--- src/rtl/debug_mem_bridge.sv ---
// debug_mem_bridge: byte-stream host bridge to the IM/DM debug memory ports.
// Parses opcode/address/data command frames, issues one-cycle word writes or
// synchronous word reads, and streams ACK, ERR or read-data bytes back.
// Ports:
//   CPU_CLK, CPU_RST            clock, async active-low reset
//   cmd_data/valid/ready        command byte stream in
//   rsp_data/valid/ready        response byte stream out
//   busy                        bridge is mid-transaction
//   IM_A2/WD2/WE2/RD2           instruction-RAM debug port
//   DM_A2/WD2/WE2/RD2           data-RAM debug port
module debug_mem_bridge #(
    parameter logic [7:0] ACK_BYTE = 8'hAA,
    parameter logic [7:0] ERR_BYTE = 8'hEE
) (
    input  logic        CPU_CLK,
    input  logic        CPU_RST,
    input  logic [7:0]  cmd_data,
    input  logic        cmd_valid,
    output logic        cmd_ready,
    output logic [7:0]  rsp_data,
    output logic        rsp_valid,
    input  logic        rsp_ready,
    output logic        busy,
    output logic [31:0] IM_A2,
    output logic [31:0] IM_WD2,
    output logic [3:0]  IM_WE2,
    input  logic [31:0] IM_RD2,
    output logic [31:0] DM_A2,
    output logic [31:0] DM_WD2,
    output logic [3:0]  DM_WE2,
    input  logic [31:0] DM_RD2
);

    localparam int unsigned WordW  = 32;
    localparam int unsigned ByteW  = 8;
    localparam int unsigned RspCntW = 3;

    typedef enum logic [2:0] {
        IDLE,
        ADDR,
        DATA,
        WRITE,
        READ_REQ,
        READ_WAIT,
        RESP
    } state_t;

    state_t               state;
    logic [1:0]           byteCnt;
    logic                 isWrite;
    logic                 isDm;
    logic [WordW-1:0]     addrReg;
    logic [WordW-1:0]     dataReg;
    logic [3:0]           imWe;
    logic [3:0]           dmWe;
    logic [WordW-1:0]     rspReg;
    logic [RspCntW-1:0]   rspCnt;
    logic                 rspValid;

    // Frame parser, memory sequencer and response shifter.
    always_ff @(posedge CPU_CLK or negedge CPU_RST) begin
        if (!CPU_RST) begin
            state    <= IDLE;
            byteCnt  <= 2'd0;
            isWrite  <= 1'b0;
            isDm     <= 1'b0;
            addrReg  <= '0;
            dataReg  <= '0;
            imWe     <= 4'h0;
            dmWe     <= 4'h0;
            rspReg   <= '0;
            rspCnt   <= '0;
            rspValid <= 1'b0;
        end else begin
            // Write enables are single-cycle pulses; only DATA re-arms them.
            imWe <= 4'h0;
            dmWe <= 4'h0;
            case (state)
                IDLE: begin
                    if (cmd_valid) begin
                        byteCnt <= 2'd0;
                        case (cmd_data)
                            8'h01: begin isWrite <= 1'b1; isDm <= 1'b0; state <= ADDR; end
                            8'h02: begin isWrite <= 1'b0; isDm <= 1'b0; state <= ADDR; end
                            8'h03: begin isWrite <= 1'b1; isDm <= 1'b1; state <= ADDR; end
                            8'h04: begin isWrite <= 1'b0; isDm <= 1'b1; state <= ADDR; end
                            default: begin
                                rspReg   <= {(WordW-ByteW)'(0), ERR_BYTE};
                                rspCnt   <= RspCntW'(1);
                                rspValid <= 1'b1;
                                state    <= RESP;
                            end
                        endcase
                    end
                end
                ADDR: begin
                    if (cmd_valid) begin
                        // Little-endian: each new byte enters at the top and shifts down.
                        addrReg <= {cmd_data, addrReg[WordW-1:ByteW]};
                        byteCnt <= byteCnt + 2'd1;
                        if (byteCnt == 2'd3) begin
                            byteCnt <= 2'd0;
                            state   <= isWrite ? DATA : READ_REQ;
                        end
                    end
                end
                DATA: begin
                    if (cmd_valid) begin
                        dataReg <= {cmd_data, dataReg[WordW-1:ByteW]};
                        byteCnt <= byteCnt + 2'd1;
                        if (byteCnt == 2'd3) begin
                            byteCnt <= 2'd0;
                            imWe    <= isDm ? 4'h0 : 4'hF;
                            dmWe    <= isDm ? 4'hF : 4'h0;
                            state   <= WRITE;
                        end
                    end
                end
                WRITE: begin
                    rspReg   <= {(WordW-ByteW)'(0), ACK_BYTE};
                    rspCnt   <= RspCntW'(1);
                    rspValid <= 1'b1;
                    state    <= RESP;
                end
                READ_REQ: begin
                    state <= READ_WAIT;
                end
                READ_WAIT: begin
                    rspReg   <= isDm ? DM_RD2 : IM_RD2;
                    rspCnt   <= RspCntW'(4);
                    rspValid <= 1'b1;
                    state    <= RESP;
                end
                RESP: begin
                    if (rsp_ready) begin
                        rspReg <= {ByteW'(0), rspReg[WordW-1:ByteW]};
                        rspCnt <= rspCnt - RspCntW'(1);
                        if (rspCnt == RspCntW'(1)) begin
                            rspValid <= 1'b0;
                            state    <= IDLE;
                        end
                    end
                end
                default: state <= IDLE;
            endcase
        end
    end

    // Handshake/status flags decoded from registered state only.
    assign cmd_ready = (state == IDLE) || (state == ADDR) || (state == DATA);
    assign busy      = (state != IDLE);
    assign rsp_data  = rspReg[ByteW-1:0];
    assign rsp_valid = rspValid;

    // Both ports see the assembled address/data; WE alone qualifies a write.
    assign IM_A2  = addrReg;
    assign IM_WD2 = dataReg;
    assign IM_WE2 = imWe;
    assign DM_A2  = addrReg;
    assign DM_WD2 = dataReg;
    assign DM_WE2 = dmWe;

endmodule
--- config.mk ---
export PLATFORM = sky130hd
export DESIGN_NAME = debug_mem_bridge
export DESIGN_NICKNAME = d
export VERILOG_FILES = /design/src/rtl/debug_mem_bridge.sv
export SDC_FILE = /design/constraint.sdc
export NUM_CORES = 1
export LEC_CHECK = 0
export BUFFER_PORTS_ARGS = -buffer_cell sky130_fd_sc_hd__buf_4
export CORE_MARGIN = 5
export CORE_UTILIZATION = 53
export CTS_BUF_LIST = sky130_fd_sc_hd__clkbuf_4 sky130_fd_sc_hd__clkbuf_8 sky130_fd_sc_hd__clkbuf_16
export CTS_CLUSTER_DIAMETER = 120
export DETAILED_ROUTE_END_ITERATION = 7
export GPL_ROUTABILITY_DRIVEN = 0
export PLACE_DENSITY = 0.86
export SYNTH_ARGS = -nofsm -noshare
export SYNTH_HDL_FRONTEND = slang
export SYNTH_SLANG_ARGS = --single-unit
export TNS_END_PERCENT = 30
--- constraint.sdc ---
create_clock -name CPU_CLK -period 5.1 [get_ports CPU_CLK]
set_input_delay 0.51 -clock CPU_CLK [delete_from_list [all_inputs] [get_ports CPU_CLK]]
set_output_delay 0.51 -clock CPU_CLK [all_outputs]
set_load 0.01 [all_outputs]
==> results.txt, run 1 <==
Run status: complete, no violations
Layout cell share with drive strength beyond 1: 58.17%
Final Hold Vio Count: 0
Max Clock Freq: 426.1 MHz
Final period util: 46.02%
WP buf/inv: 0
Gr usage total: 19.83%
Final WL: 13320 µm
CP Capture Type: register
Cell area after synthesis: 5811 µm²
IO Pins: 223
Worst path required time: 5.36 ns
Number of cells on the worst reg-to-reg path: 3
Worst Path Class, Setup: register to register
CP peak stage delay: 0.67 ns
Max cap viols: 0
RSZ-0062 raised after global routing: no
Met2 GRT Util: 34.77%
DP Area: 6899 µm²
P per Cell Area: 568.6 nW/µm²
Syn_nets: 541
Switching share of power: 37.70%
Cell internal pwr: 2.517 mW
Sw power: 1.523 mW
Final net count: 674
Slew Limit Fails: 0
HP Class: input port to async pin
Max VDD drop: 0.0003917 V
FFs w/ async S/R, synth: 100.0%
Critical path depth: 3
CORE AREA: 10790 µm²
GR Util met3: 3.383%
Sequential Power Share: 38.0%
Worst EP arrival: 2.61 ns
Fin crit period: 2.347 ns
CTS resizes: 0
Die Wd: 114.7 µm
Crit path max fanout: 32
Worst path slowest cell: dfrtp_1
H-tree Lvls: 3
Post-CTS setup repair buffer count: 0
Synth cell types: 56
Starting Density: 53.84%
Grt ovf: 0
Grt met1 use: 24.86%
Clk_lat worst skew: 0.37 ns
Setup TNS: 0 ns
Root buf cell: clkbuf_8
First-pass GRT wire length: 20710 µm
Most area-consuming cells after synthesis: dfrtp_1 (47%), mux2_2 (14%), buf_4 (10%)
Tightest Pin Transition: 0.8320 ns
TritonCTS clock tree: done
I/O Buffers: 222
Vias in the first global route: 3980
Part of the Yosys area used for sequential elements: 46.94%
Worst-path clk slew: 0.11 ns
Bufs on Longest Clock Path: 2
Post-synth top area cell: dfrtp_1
Combinational Power Share: 48.7%
Top-count cell post-synth: dfrtp_1
Die H: 114.7 µm
Routed WL per cell: 17.99 µm
Largest net degree at the start of global routing: 68
Relative slew margins: 44.54%
Post-synthesis area per instance: 12.58 µm²
Global routing's busiest layer: met2
CTS sink count: 109
Number of hold buffers added after cts: 0
Diodes inserted: 0
Cts bufs inserted: 9
Post-synth top cells: dfrtp_1 (109), buf_4 (80), mux2_2 (71)
Fin Hold WS: 0.09772 ns
Register bit total from synthesis: 109
Synthesis-to-layout area growth: 22.29%
HPWL after DPL: 10370 µm
Synth top area share: 46.94%
Drt first-iter violations: 245
Worst Skew: 0.01541 ns
Initial antenna violation count: 0
Mapped Cells: 462
Number of synthesized flops with an enable pin: 0
Post-route ant nets: 0
Synth Warn #: 0
Family with the most delay on the worst path: flip-flops
Static leakage: 3.596 nW
Critical path, cell by cell: nor4b_4 > a221o_4 > mux2_2
Vias: 3963
Setup violators final: 0
Via/cell ratio: 5.355
First drt pass iteration count: 4
Rows: 38
Prevailing post-synth register cell: dfrtp_1
DRC errors left: 0
Die footprint: 13160 µm²
Cell area after layout: 7106 µm²
CP Launch Type: register
Clock network fraction of design power: 13.3%
[metrics by stage]
| stage | power [mW] | cells | setup WS, ns | utilization, % |
|---|---|---|---|---|
| 2_1_floorplan | 2.841 | 462 | 3.195 | - |
| 3_3_place_gp | 3.476 | 724 | 2.840 | 63.92 |
| 3_5_place_dp | 3.549 | 724 | 2.792 | 63.92 |
| 4_1_cts | 4.082 | 740 | 2.789 | 65.84 |
| 5_1_grt | 4.269 | 740 | 2.616 | 65.84 |
| 6_report | 4.040 | 740 | 2.753 | 65.84 |
[layout by cell type, fill, tap and decap left out, types with 2 or more instances in the layout]
cell and count:
buf_4 226, dfrtp_1 108, mux2_2 71, mux2i_1 28, mux2_4 21, inv_1 18, o22ai_1 14, o2bb2ai_1 12
nand2_1 9, clkbuf_8 9, o21ai_0 7, and3_1 6, nor2_1 5, a21oi_1 5, nor2b_1 3, and2_1 3
a221o_1 3, a31o_2 3, o31ai_1 3, ha_1 3, or3_1 2, a21o_1 2, a222oi_1 2, a22o_1 2
a41oi_1 2, o32ai_1 2, clkinvlp_4 2, clkinv_4 2
[kinds of logic after synthesis]
kind of cell	synth area share (%)
AO/OA/AOI/OAI	9.130
multiplexers	24.20
AND/OR/NAND/NOR	4.264
XOR/XNOR	0.1508
buffers and inverters	14.66
flip-flops	46.94
adder cells (fa/ha/maj)	0.6461
[flip-flops by register name (all words and copies together), names as in the netlist]
name and cells:
DM_A2 32, DM_WD2 32, DM_WE2 1, IM_WE2 1, byteCnt 2, isDm 1, isWrite 1, rspCnt 3
rspReg 32, rsp_valid 1, state 3
[final cells by class]
class                   count  area (µm²)
clock inverters             7       82.58
fillers                   793        3687
flip-flops and latches    109        2729
inverters                  18       67.56
repair buffers            226        1697
clock buffers               9       123.9
multi-input cells         231        2231
well taps                 140       175.2
[final timing paths]
check / startpoint / endpoint / slack, ns
min in group CPU_CLK: cmd_data[0] / isDm / 0.37
worst max register to register: state[2] / rspReg[5] / 2.75
worst min-delay path: CPU_RST / DM_WD2[4] / 0.1
worst min register to register: byteCnt[1] / byteCnt[1] / 0.49
max in group asynchronous: CPU_RST / isDm / 3.71
worst max-delay path: state[2] / rspReg[5] / 2.75
[layer usage]
metal  share of wire (%)  up-vias  wire [µm]
li1                    -     1834          -
met3                 7.8       18       1045
met5                   0        -          0
met2                  51      175       6742
met4                 1.6        0        219
met1                  40     1936       5308
[power groups by stage]
stage	clock [mW]	sequential, mW	combinational [mW]
2_1_floorplan	0	1.54	1.30
3_3_place_gp	0	1.53	1.95
3_5_place_dp	0	1.56	1.99
4_1_cts	0.551	1.54	1.99
5_1_grt	0.584	1.58	2.10
6_report	0.537	1.54	1.97
Power figures use the tool's default switching activity.
==> run 2, diff against run 1 <==
CORE_UTILIZATION = 50   (was 53)
PLACE_DENSITY = 0.81   (was 0.86)
clock period = 2.3 ns   (was 5.1 ns; I/O delays follow)
==> results.txt, run 2 (synthesis gave the netlist of run 1 again) <==
Run status: complete, no violations (unchanged)
Clk_lat worst skew: 0.34 ns (was 0.37 ns)
Root buf cell: clkbuf_16 (was clkbuf_8)
Layout cell share with drive strength beyond 1: 58.58% (was 58.17%)
Setup TNS: 0 ns (unchanged)
Via/cell ratio: 5.418 (was 5.355)
Final Util: 63.98% (was 65.84%)
First drt pass iteration count: 4 (unchanged)
Worst-path clk slew: 0.07 ns (was 0.11 ns)
Number of cells on the worst reg-to-reg path: 5 (was 3)
Pwr Total: 9.439 mW (was 4.040 mW)
Tightest Pin Transition: 0.7163 ns (was 0.8320 ns)
Crit path max fanout: 22 (was 32)
DRC errors left: 0 (unchanged)
Routed WL per cell: 18.54 µm (was 17.99 µm)
Grt ovf: 0 (unchanged)
Commonest non-fill, non-tap cell in the layout: buf_4 (unchanged)
Worst path required time: 2.53 ns (was 5.36 ns)
HP Class: input port to register (was input port to async pin)
P per Cell Area: 1292 nW/µm² (was 568.6 nW/µm²)
Die H: 117.8 µm (was 114.7 µm)
Worst EP arrival: 2.48 ns (was 2.61 ns)
CP Capture Point: rspReg[17] (was rspReg[5])
Die Wd: 117.8 µm (was 114.7 µm)
Relative slew margins: 51.74% (was 44.54%)
Vias: 4058 (was 3963)
IO Pins: 223 (unchanged)
Final net count: 680 (was 674)
CP peak stage delay: 0.60 ns (was 0.67 ns)
Synthesis-to-layout area growth: 25.73% (was 22.29%)
Worst Skew: 0.007975 ns (was 0.01541 ns)
Worst R2R Setup Slack: 0.06 ns (was 2.75 ns)
Setup crit start: state[0] (was state[2])
H-tree Lvls: 3 (unchanged)
Static leakage: 3.696 nW (was 3.596 nW)
R2r startpoint: state[0] (was state[2])
Final Hold Vio Count: 0 (unchanged)
Gr usage total: 19.55% (was 19.83%)
Diodes inserted: 0 (unchanged)
Rows: 39 (was 38)
First-pass GRT wire length: 22420 µm (was 20710 µm)
Bufs on Longest Clock Path: 2 (unchanged)
Vias in the first global route: 4279 (was 3980)
Critical path depth: 5 (was 3)
Cts bufs inserted: 9 (unchanged)
Critical path, cell by cell: nor2b_1 > a21o_1 > a221o_4 > buf_4 > mux2_4 (was nor4b_4 > a221o_4 > mux2_2)
I/O Buffers: 222 (unchanged)
CP Launch Type: register (unchanged)
WP buf/inv: 1 (was 0)
Max cap viols: 0 (unchanged)
Largest net degree at the start of global routing: 64 (was 68)
Setup violators final: 0 (unchanged)
Starting Density: 50.89% (was 53.84%)
Fin crit period: 2.244 ns (was 2.347 ns)
Drt first-iter violations: 346 (was 245)
Post-route ant nets: 0 (unchanged)
Filler instances: 895 (was 793)
HPWL after DPL: 10680 µm (was 10370 µm)
Max VDD drop: 0.0009324 V (was 0.0003917 V)
Family with the most delay on the worst path: flip-flops (unchanged)
Die footprint: 13880 µm² (was 13160 µm²)
CTS sink count: 109 (unchanged)
CORE AREA: 11420 µm² (was 10790 µm²)
RSZ-0062 raised after global routing: no (unchanged)
Final WL: 13880 µm (was 13320 µm)
Fin Hold WS: 0.1391 ns (was 0.09772 ns)
Slew Limit Fails: 0 (unchanged)
Post-CTS setup repair buffer count: 0 (unchanged)
Most frequent cells in the layout: buf_4 (228), dfrtp_1 (108), mux2_2 (71), mux2i_1 (28), mux2_4 (21) (was buf_4 (226), dfrtp_1 (108), mux2_2 (71), mux2i_1 (28), mux2_4 (21))
TritonCTS clock tree: done (unchanged)
Worst Path Class, Setup: register to register (unchanged)
Final period util: 97.57% (was 46.02%)
Initial antenna violation count: 0 (unchanged)
Worst path slowest cell: dfrtp_1 (unchanged)
Reg2Reg Capture Point: rspReg[17] (was rspReg[5])
Max Clock Freq: 445.6 MHz (was 426.1 MHz)
CP Capture Type: register (unchanged)
## run 2: changes by cell type in the layout (fill, tap and decap cells not counted), sizes merged
| cell | previous run | this run |
|---|---|---|
| dlygate4sd3 | 0 | 1 |
| clkinvlp | 2 | 0 |
| buf | 226 | 231 |
| clkbuf | 9 | 11 |
## run 2: per-stage QoR
step | cells | area [µm²] | worst slack, ns
after floorplan | 462 | 5811 | 0.5470
final | 749 | 7306 | 0.05588
after global routing | 749 | 7306 | 0.002423
after CTS | 749 | 7305 | 0.1193
after global placement | 732 | 6978 | 0.2864
after detailed placement | 732 | 6978 | 0.1485
## run 2: where the power goes
| part | internal (mW) | switching (mW) |
|---|---|---|
| Sequential | 2.63 | 0.764 |
| Combinational | 2.49 | 1.95 |
| Clock | 0.916 | 0.693 |
| Total | 6.04 | 3.40 |
## run 2: cell type report
class	instances	area, µm²	area share [%]
Sequential cell	109	2729	37.35
Multi-Input combinational cell	231	2232	30.55
Timing Repair Buffer	232	1782	24.39
Clock buffer	11	252.7	3.459
Tap cell	143	178.9	2.449
Inverter	18	67.56	0.9248
Clock inverter	5	63.81	0.8734
## run 2: repair_timing
item                       4_1_cts  5_1_grt
hold buffers                     1        0
resized for setup                0        1
setup endpoints to repair        0        2
hold endpoints to repair        39        0
## run 2: how the worst min path moves through the flow
stage | slack, ns | cells past startpoint | from | end
6_report | 0.14 | 2 | cmd_data[3] | DM_A2[27]
5_1_grt | 0.13 | 2 | cmd_data[6] | DM_A2[30]
4_1_cts | 0.13 | 2 | cmd_data[3] | DM_A2[27]
3_5_place_dp | 0.24 | 1 | CPU_RST | DM_WD2[12]
3_3_place_gp | 0.24 | 1 | CPU_RST | DM_WD2[4]
2_1_floorplan | -0.07 | 0 | CPU_RST | DM_A2[0]
## run 2: metal layers
metal	part of all wire [%]	track usage (%)	wire (µm)	vias up
li1	-	-	-	1859
met5	0	0	0	-
met1	38	23.63	5337	1979
met2	51	34.09	7066	193
met3	8.7	5.622	1204	27
met4	2.0	5.305	274	0
==> run 3, diff against run 2 <==
CORE_UTILIZATION = 45   (was 50)
PLACE_DENSITY = 0.77   (was 0.81)
clock period = 1.9 ns   (was 2.3 ns; I/O delays follow)
==> results.txt, run 3 (synthesis gave the netlist of run 1 again) <==
Family with the most delay on the worst path: compound AO/OA/AOI/OAI gates (was flip-flops)
Slew Limit Fails: 0 (unchanged)
Max VDD drop: 0.0005489 V (was 0.0009324 V)
Static leakage: 3.777 nW (was 3.696 nW)
Commonest non-fill, non-tap cell in the layout: buf_4 (unchanged)
HP Class: input port to register (unchanged)
Layout cell share with drive strength beyond 1: 60.03% (was 58.58%)
Post-route ant nets: 0 (unchanged)
Worst-path clk slew: 0.07 ns (about the same)
Max Clock Freq: 540.1 MHz (was 445.6 MHz)
First drt pass iteration count: 4 (unchanged)
Max cap viols: 0 (unchanged)
Tightest Pin Transition: 0.6647 ns (was 0.7163 ns)
Drt first-iter violations: 252 (was 346)
Final Util: 59.39% (was 63.98%)
Root buf cell: clkbuf_16 (unchanged)
Worst Skew: 0.01178 ns (was 0.007975 ns)
TritonCTS clock tree: done (unchanged)
Initial antenna violation count: 0 (unchanged)
Crit path max fanout: 16 (was 22)
Critical path, cell by cell: nor2b_2 > a21o_1 > a221o_4 > mux2_4 (was nor2b_1 > a21o_1 > a221o_4 > buf_4 > mux2_4)
Worst path slowest cell: a221o_4 (was dfrtp_1)
CTS sink count: 109 (unchanged)
Final Hold Vio Count: 0 (unchanged)
CP Launch Type: register (unchanged)
Met2 WL: 7261 µm (was 7066 µm)
Pwr Total: 11.73 mW (was 9.439 mW)
Vias in the first global route: 4137 (was 4279)
IO Pins: 223 (unchanged)
Fin Hold WS: 0.08435 ns (was 0.1391 ns)
Filler instances: 1019 (was 895)
Worst path required time: 2.13 ns (was 2.53 ns)
Starting Density: 46.04% (was 50.89%)
Pre-CTS setup slack: -0.03946 ns (was 0.1485 ns)
DRC errors left: 0 (unchanged)
I/O Buffers: 222 (unchanged)
WP buf/inv: 0 (was 1)
CP peak stage delay: 0.52 ns (was 0.60 ns)
Final WL: 14260 µm (was 13880 µm)
Most frequent cells in the layout: buf_4 (244), dfrtp_1 (106), mux2_2 (71), mux2i_1 (28), mux2_4 (21) (was buf_4 (228), dfrtp_1 (108), mux2_2 (71), mux2i_1 (28), mux2_4 (21))
Max layer used: met4 (unchanged)
P per Cell Area: 1565 nW/µm² (was 1292 nW/µm²)
Diodes inserted: 0 (unchanged)
Bufs on Longest Clock Path: 2 (unchanged)
Die footprint: 15280 µm² (was 13880 µm²)
Final period util: 97.45% (was 97.57%)
Synthesis-to-layout area growth: 28.98% (was 25.73%)
Worst EP arrival: 2.08 ns (was 2.48 ns)
CP Capture Type: register (unchanged)
HPWL after DPL: 10840 µm (was 10680 µm)
Worst Path Class, Setup: register to register (unchanged)
Vias: 4065 (was 4058)
Die Wd: 123.6 µm (was 117.8 µm)
Rows: 41 (was 39)
M1 wire length: 5581 µm (was 5337 µm)
Setup violators final: 0 (unchanged)
Met3 wire len: 1294 µm (was 1204 µm)
H-tree Lvls: 3 (unchanged)
CORE AREA: 12620 µm² (was 11420 µm²)
Run status: complete, no violations (unchanged)
Relative slew margins: 55.22% (was 51.74%)
Grt ovf: 0 (unchanged)
First-pass GRT wire length: 22000 µm (was 22420 µm)
Fin crit period: 1.852 ns (was 2.244 ns)
Routed WL per cell: 17.94 µm (was 18.54 µm)
Die H: 123.6 µm (was 117.8 µm)
Via/cell ratio: 5.113 (was 5.418)
Cts bufs inserted: 9 (unchanged)
Final setup margin: 0.04845 ns (was 0.05588 ns)
Largest net degree at the start of global routing: 44 (was 64)
RSZ-0062 raised after global routing: no (unchanged)
Gr usage total: 18.47% (was 19.55%)
Clk_lat worst skew: 0.35 ns (was 0.34 ns)
Final net count: 697 (was 680)
run 3: cell count changes in the layout (fill, tap and decap cells not counted), moves of 2 or more:
cell      before  now
buf_4        228  244
dfrtp_1      108  106
dfrtp_2        1    3
clkbuf_8       2    0
run 3: stage by stage:
step | cells | TNS, ns | instance area, µm²
6_report | 795 | 0 | 7495
5_1_grt | 795 | 0 | 7495
4_1_cts | 795 | -0.01087 | 7492
3_5_place_dp | 773 | -0.3019 | 7104
3_3_place_gp | 773 | -0.03282 | 7104
2_1_floorplan | 462 | 0 | 5811
run 3: per-layer routing:
metal  vias up  GRT usage [%]
met2       180          32.98
li1       1894              -
met5         -              0
met3        12          4.360
met4         0          4.360
met1      1979          22.56
run 3: timing repair:
action,CTS,global route
buffers inserted,4,0
resized for setup,1,2
gates cloned,1,0
endpoints found under the setup margin,23,26
pin swaps,2,2
hold buffers,1,0
hold endpoints to repair,38,0
run 3: worst paths after layout:
| path | from | end | slack (ns) | cells past startpoint |
|---|---|---|---|---|
| min | cmd_data[1] | isDm | 0.08 | 2 |
| max in group asynchronous | CPU_RST | state[0] | 0.89 | 3 |
| max reg2reg | state[1] | rspReg[1] | 0.05 | 4 |
| min reg2reg | byteCnt[0] | byteCnt[0] | 0.50 | 1 |
| min in group asynchronous | CPU_RST | DM_WD2[4] | 0.36 | 2 |
| max | state[1] | rspReg[1] | 0.05 | 4 |
run 3: power by group:
| part | internal, mW | total (mW) | switching, mW |
|---|---|---|---|
| combinational | 3.15 | 5.62 | 2.48 |
| sequential | 3.18 | 4.05 | 0.867 |
| clock | 1.18 | 2.05 | 0.871 |
run 3: layout make-up:
| cell class | count | area, µm² | area share [%] |
|---|---|---|---|
| flip-flops and latches | 109 | 2731 | 36.44 |
| multi-input cells | 232 | 2245 | 29.95 |
| repair buffers | 248 | 1902 | 25.38 |
| clock buffers | 9 | 225.2 | 3.005 |
| well taps | 172 | 215.2 | 2.871 |
| clock inverters | 7 | 108.9 | 1.452 |
| inverters | 18 | 67.56 | 0.9015 |
